==> src/rtl/instr_loader.sv <==
// instr_loader: program loader and instruction encoder for the Zepto core.
//
// Accepts decoded instruction fields over a valid/ready stream.
// Packs each tuple into a 32-bit word laid out as {imm, rb, ra, rd, op}.
// Writes the words sequentially into instruction memory, starting at address 0.
//
// Optional feature (compile-time macro LOADER_OPCHECK_EN):
//   defined   - illegal opcodes are not written; err/err_op report the first one.
//   undefined - every opcode is written; err and err_op are tied to 0.
//
// Ports:
//   clk_i, rst_i      clock; synchronous active-high reset
//   start_i           one-cycle pulse; begins or restarts a load session
//   in_valid_i        field tuple present
//   in_ready_o        tuple accepted this cycle when valid
//   in_last_i         final instruction of the program
//   in_op_i, in_rd_i, in_ra_i, in_rb_i, in_imm_i
//                     decoded instruction fields
//   mem_we_o          write strobe (one cycle per written word)
//   mem_addr_o        write address
//   mem_wdata_o       encoded word
//   busy_o            session in progress
//   done_o            one-cycle pulse at the end of a session
//   count_o           words written this session
//   err_o, err_op_o   sticky illegal-opcode flag; opcode of the first illegal tuple
//   ovf_o             sticky: memory filled before in_last
module instr_loader #(
    parameter int unsigned ADDR_W = 8
) (
    input  logic              clk_i,
    input  logic              rst_i,
    input  logic              start_i,
    input  logic              in_valid_i,
    output logic              in_ready_o,
    input  logic              in_last_i,
    input  logic [3:0]        in_op_i,
    input  logic [3:0]        in_rd_i,
    input  logic [3:0]        in_ra_i,
    input  logic [3:0]        in_rb_i,
    input  logic [15:0]       in_imm_i,
    output logic              mem_we_o,
    output logic [ADDR_W-1:0] mem_addr_o,
    output logic [31:0]       mem_wdata_o,
    output logic              busy_o,
    output logic              done_o,
    output logic [ADDR_W:0]   count_o,
    output logic              err_o,
    output logic [3:0]        err_op_o,
    output logic              ovf_o
);

    typedef enum logic [1:0] {StIdle, StLoad, StDone} state_e;

    state_e              state_q, state_d;
    logic [ADDR_W:0]     count_q, count_d, count_inc;
    logic                ovf_q, ovf_d;
    logic                mem_we_q, mem_we_d;
    logic [ADDR_W-1:0]   mem_addr_q, mem_addr_d;
    logic [31:0]         mem_wdata_q, mem_wdata_d;
    logic                full, accept, op_legal, err_set;

    // count never exceeds DEPTH, so its top bit is set exactly when the memory is full.
    assign full       = count_q[ADDR_W];
    assign count_inc  = count_q + {{ADDR_W{1'b0}}, 1'b1};
    assign busy_o     = (state_q == StLoad);
    assign done_o     = (state_q == StDone);
    assign in_ready_o = busy_o && !full;
    assign accept     = in_valid_i && in_ready_o;

    always_comb begin
        state_d     = state_q;
        count_d     = count_q;
        ovf_d       = ovf_q;
        mem_we_d    = 1'b0;
        mem_addr_d  = mem_addr_q;
        mem_wdata_d = mem_wdata_q;
        err_set     = 1'b0;

        case (state_q)
            StIdle: ;
            StLoad: begin
                if (accept) begin
                    if (op_legal) begin
                        mem_we_d    = 1'b1;
                        mem_addr_d  = count_q[ADDR_W-1:0];
                        mem_wdata_d = {in_imm_i, in_rb_i, in_ra_i, in_rd_i, in_op_i};
                        count_d     = count_inc;
                    end else begin
                        err_set = 1'b1;
                    end
                    if (in_last_i) begin
                        state_d = StDone;
                    end else if (op_legal && count_inc[ADDR_W]) begin
                        // Memory just filled and the program is not finished.
                        ovf_d   = 1'b1;
                        state_d = StDone;
                    end
                end
            end
            StDone:  state_d = StIdle;
            default: state_d = StIdle;
        endcase

        // start overrides everything, including a beat accepted on the same edge.
        if (start_i) begin
            state_d  = StLoad;
            count_d  = '0;
            ovf_d    = 1'b0;
            mem_we_d = 1'b0;
        end
    end

    always_ff @(posedge clk_i) begin
        if (rst_i) begin
            state_q     <= StIdle;
            count_q     <= '0;
            ovf_q       <= 1'b0;
            mem_we_q    <= 1'b0;
            mem_addr_q  <= '0;
            mem_wdata_q <= '0;
        end else begin
            state_q     <= state_d;
            count_q     <= count_d;
            ovf_q       <= ovf_d;
            mem_we_q    <= mem_we_d;
            mem_addr_q  <= mem_addr_d;
            mem_wdata_q <= mem_wdata_d;
        end
    end

    assign mem_we_o    = mem_we_q;
    assign mem_addr_o  = mem_addr_q;
    assign mem_wdata_o = mem_wdata_q;
    assign count_o     = count_q;
    assign ovf_o       = ovf_q;

`ifdef LOADER_OPCHECK_EN
    logic       err_q, err_d;
    logic [3:0] err_op_q, err_op_d;

    // Legal: 0000-0111, 1001, 1011, 1100.
    assign op_legal = !in_op_i[3] || (in_op_i == 4'b1001) || (in_op_i == 4'b1011) ||
                      (in_op_i == 4'b1100);

    always_comb begin
        err_d    = err_q;
        err_op_d = err_op_q;
        if (start_i) begin
            err_d    = 1'b0;
            err_op_d = 4'h0;
        end else if (err_set) begin
            err_d = 1'b1;
            if (!err_q) begin
                err_op_d = in_op_i;
            end
        end
    end

    always_ff @(posedge clk_i) begin
        if (rst_i) begin
            err_q    <= 1'b0;
            err_op_q <= 4'h0;
        end else begin
            err_q    <= err_d;
            err_op_q <= err_op_d;
        end
    end

    assign err_o    = err_q;
    assign err_op_o = err_op_q;
`else
    logic unused_err_set;

    assign op_legal       = 1'b1;
    assign unused_err_set = err_set;
    assign err_o          = 1'b0;
    assign err_op_o       = 4'h0;
`endif

endmodule
==> config.mk <==
export PLATFORM = sky130hd
export DESIGN_NAME = instr_loader
export DESIGN_NICKNAME = d
export VERILOG_FILES = /design/src/rtl/instr_loader.sv
export SDC_FILE = /design/constraint.sdc
export NUM_CORES = 1
export LEC_CHECK = 0
export BUFFER_PORTS_ARGS = -buffer_cell sky130_fd_sc_hd__buf_2
export CAP_MARGIN = 20
export CORE_MARGIN = 4
export CORE_UTILIZATION = 45
export DETAILED_ROUTE_END_ITERATION = 8
export PLACE_DENSITY = 0.84
export SYNTH_ARGS = -nofsm -noshare
export SYNTH_HDL_FRONTEND = slang
export SYNTH_SLANG_ARGS = --single-unit
==> constraint.sdc <==
create_clock -name clk_i -period 2.1 [get_ports clk_i]
set_clock_uncertainty 0.15 [all_clocks]
set_input_delay 0.21 -clock clk_i [delete_from_list [all_inputs] [get_ports clk_i]]
set_output_delay 0.21 -clock clk_i [all_outputs]
set_load 0.01 [all_outputs]
### Word-level counts from Yosys, hierarchy flattened

Index checks and enable logic that the tools add are counted.

| word-level totals | value |
|---|---|
| logic and storage cells | 34 |
| input port bits | 37 |
| RAM bits | 0 |
| ROM bits | 0 |
| bits in registers | 53 |
| bits in latches | 0 |
| memories | 0 |

| operators by class | value |
|---|---|
| multiply operators | 0 |
| add/sub/neg operators | 1 |
| div/mod/pow operators | 0 |
| shift-type cells | 0 |
| equal/unequal tests | 7 |
| muxes and demuxes | 6 |
| reduce and logical (&&, ||, !) cells | 10 |
| order comparisons | 0 |
| bitwise gates (word level) | 3 |

Operators by type and width:

| cell | count |
|---|---|
| $add A9 B1 Y9 const B | 1 |
| $mux W2 | 3 |
| $ne A3 B2 Y1 const B | 2 |
| $reduce_and A3 Y1 | 2 |
| $ne A4 B3 Y1 const B | 1 |
| $pmux W2 S2 | 1 |
| $reduce_and A4 Y1 | 1 |
| $not A1 Y1 | 3 |
| $reduce_or A3 Y1 | 1 |
| $eq A2 B1 Y1 const B | 1 |
| $eq A2 B2 Y1 const B | 1 |
| $logic_and A1 B1 Y1 | 2 |
| $logic_not A2 Y1 | 1 |
| $mux W1 | 2 |
| $ne A2 B1 Y1 const B | 1 |
| $ne A2 B2 Y1 const B | 1 |
| $reduce_and A2 Y1 | 1 |
| $reduce_or A2 Y1 | 1 |
| $logic_not A1 Y1 | 1 |

### Logic depth before layout (Yosys ltp)

| logic depth | value |
|---|---|
| depth in word-level cells | 6 |
| gate-level depth with buffers | 6 |

### Worst setup path before layout

No wires, ideal clock.

| timing path | value |
|---|---|
| path kind | register -> register |
| start point | register count_q[0], in the netlist count_o[0] |
| end point | register count_q[8], in the netlist count_o[8] |
| required time | 1883 ps |
| setup slack | 518 ps |
| stages on the path, launching flop included | 5 |
| arrival | 1365 ps |
| buffers on the path | 0 |
| period minus slack after synthesis | 1582 ps |
| cell sequence | dfxtp_1 > ha_1 > nand2_1 > or4_4 > a21oi_2 |

| between the ends | value |
|---|---|
| word-level cells in the longest chain between the ends | 1 |

RTL lines:

| element | RTL line | source |
|---|---|---|
| start: declaration | 55 | `logic [ADDR_W:0] count_q, count_d, count_inc;` |
| start signal: assignment | 123 | `count_q <= count_d;` |
| $add A9 B1 Y9 | 64 | `assign count_inc = count_q + {{ADDR_W{1'b0}}, 1'b1};` |

Every way passes these cells.
A chain may end at the register's enable or synchronous reset.

### Worst setup path after layout

| timing path | value |
|---|---|
| start point | register count_q[8], in the netlist count_o[8] |
| end point | register count_q[8], in the netlist count_o[8] |

| between the ends | value |
|---|---|
| word-level cells in the longest chain between the ends | 4 |

RTL lines:

| element |
|---|
| branches (longest 4 deep; another with $add A9 B1 Y9) |

Parallel ways; which one is timed is not known.

==> impl_metrics.csv <==
group,metric,value,unit
sta,period_needed,1.88,ns
route,drt_iter0_drc,111,
floorplanning,dieArea,5570,µm²
layout,drive_above_1_share,29.9,%
critical_path,reg2reg_to,"count_o[8]",
critical_path,reg2regPathDepth,3,
sta,hold_viol,1,
layout,fin_nets,405,
yosys,synth_xor_area_share,0.438,%
sta,rsz0062_at_grt,"false",
critical_path,crit_required,2.20,ns
critical_path,rrSetupSlack,0.22,ns
grt,grt_util_met2,37.5,%
critical_path,max_stage_delay,0.66,ns
grt,grt_first_pass_wirelength,8.99,mm
layout,final_common_cell,"buf_2",
cts,clock_sinks,53,
placement,place_inst,378,
yosys,yosys.area_share.simple,23.8,%
critical_path,worst_r2r_startpoint,"count_o[8]",
critical_path,crit_type,"flop to flop",
layout,final_cell_mix,"buf_2, nand2_1, dfxtp_1",
grt,grt_max_degree,28,
job,cap_violations,0,
route,drc,0,
grt,overflow,0,
grt,grtUsageTotal,20.7,%
route,final_antenna_net_count,0,
layout,antenna_cells,0,
placement,port_buffers,90,
sta,setup_ws,0.222,ns
floorplanning,die_w,74.7,µm
critical_path,cp_top_family,"simple AND/OR/NAND/NOR gates",
floorplanning,dieHeight,74.7,µm
sta,final-setup-viol-count,0,
min_path,hold_path_class,"input port to flop",
placement,dp_worst_setup_slack,0.246,ns
placement,place.gp.congestion,0.798,
critical_path,end_kind,"flop",
critical_path,arrival,1.98,ns
floorplanning,floorplan.initialDensity,48.2,%
sta,holdWs,-0.00687,ns
yosys,yosysWarnings,0,
route,dr.pass1.iters,4,
route,vias,2059,
yosys,netlist_instances,250,
critical_path,crit_chain,"nand4bb_2 > or4_4 > a21oi_2",
power_and_ir_drop,power.density,643,nW/µm²
cts,cts_max_level,2,
grt,top_usage_layer,"met2",
layout,syn_to_final_growth,44.7,%
power_and_ir_drop,p_leak,1.26,nW
layout,fin_cells,418,
cts,cts_buffers,5,
floorplanning,pin_count,96,
yosys,synth_top_cell_area_share,53.1,%
yosys,yosysTopAreaCell,"dfxtp_1",
floorplanning,core,4140,µm²
floorplanning,fp-row-count,23,
sta,setup_tns,0,ns
route,via_per_inst,4.93,
sta,clock.fmax,532,MHz
grt,grt_use_met3,5.87,%
cts,clk_pin_slew_worst_paths,0.10,ns
sta,min_period_over_period,89.4,%
yosys,synth.distinct_cells,28,
route,wl,5.46,mm
placement,hpwl,3.68,mm
grt,grtUsageMet1,23.1,%
cts,postCtsSetupBuffers,0,
yosys,syn_area,2000,µm²
cts,cts_tree,"done",
yosys,ys_top_cells_by_area,"dfxtp_1, nand2_1, a21oi_1",
grt,grt_pass1_vias,2069,
min_path,min_delay_worst_endpoint,"mem_wdata_o[9]",
status,violations,"hold timing",
power_and_ir_drop,ir_drop,0.511,mV
cts,clock_latency,0.31,ns
yosys,syn_avg_cell_area,8.00,µm²
yosys,synthMuxAreaShare,0,%
min_path,whs_path_depth,3,
critical_path,cpMaxStageDelayCell,"or4_4",
yosys,synth-seq-area-share,53.1,%
cts,cts.path.max_buffers,2,
min_path,hp-start,"in_ra_i[1]",
route,wl_per_cell,13.1,µm
critical_path,crit_buf_inv,0,
cts,cts_root_buf,"clkbuf_8",
critical_path,start_kind,"flop",
layout,final_core_util,69.8,%
yosys,synth_fa_ha_area_share,0.626,%
yosys,synth-seq-cells,53,
grt,grt_antenna_before_repair,0,
critical_path,cp_max_fo,18,
sta,slew_violations,0,
yosys,synth_compound_area_share,15.8,%
status,outcome,"finished with violations",
yosys,synth_top_family_by_area,"simple AND/OR/NAND/NOR gates",
synthesized netlist by cell type:
cell	number
a21oi_1	49
a21oi_2	1
and2_1	1
and4bb_2	1
buf_2	5
buf_4	5
clkbuf_1	12
conb_1	1
dfxtp_1	53
ha_1	1
inv_1	4
nand2_1	86
nand2b_1	1
nand3_1	3
nand4_1	1
nand4bb_1	1
nor2_1	4
nor2b_1	2
nor3b_1	1
o21a_1	1
o21ai_0	3
o21ai_2	1
o31ai_1	4
or2_2	1
or3_1	2
or4_1	4
or4_4	1
xnor2_1	1
metal layers:
layer,up-vias,part of all wire [%]
met5,-,0
met4,0,1.4
met3,6,6.6
met2,68,54
met1,940,38
li1,1045,-
worst reg2reg max path, cell delays in order (launching register included):
cell       delay (ns)
dfxtp_1          0.35
nand4bb_2        0.51
or4_4            0.67
a21oi_2          0.14
cell type report:
type,count,area (µm²)
Fill cell,335,1250
Sequential cell,53,1060
Multi-Input combinational cell,175,836
Timing Repair Buffer,128,828
Clock buffer,5,68.8
Tap cell,50,62.6
Clock inverter,3,21.3
Inverter,4,15.0
power breakdown:
part | switching (W) | internal [W]
sequential | 0.0000158 | 0.00103
combinational | 0.000118 | 0.000117
clock | 0.000338 | 0.000237
worst max path at each step:
| stage | startpoint | cells past startpoint | endpoint |
|---|---|---|---|
| 5_1_grt | count_o[8] | 3 | count_o[8] |
| 3_5_place_dp | count_o[8] | 3 | count_o[8] |
| 6_report | count_o[8] | 3 | count_o[8] |
| 2_1_floorplan | count_o[0] | 4 | count_o[8] |
| 4_1_cts | count_o[8] | 3 | count_o[8] |
| 3_3_place_gp | count_o[8] | 3 | count_o[8] |
per-stage QoR:
step,total power (W),area (µm²)
2_1_floorplan,0.00118,2010
5_1_grt,0.00194,2890
3_5_place_dp,0.00126,2480
3_3_place_gp,0.00125,2480
4_1_cts,0.00188,2890
6_report,0.00186,2890
sequential cells by signal, indices dropped and copies added (netlist names):
register,count
mem_wdata_o,32
count_o,9
mem_addr_o,8
state_q,2
mem_we_o,1
ovf_o,1
timing repair:
action                                 CTS  global route
endpoints found under the hold margin   32             0
hold buffers                            32             0
resized for setup                        0             0
cells by family after synthesis:
logic type / after synthesis
buffers and inverters: 26
xor gates and xnor gates: 1
DFF: 53
other: 1
adders and majority gates: 1
AOI/OAI and AO/OA: 59
and+or+nand+nor: 109
Note: power is estimated with default switching activity, not from simulation.
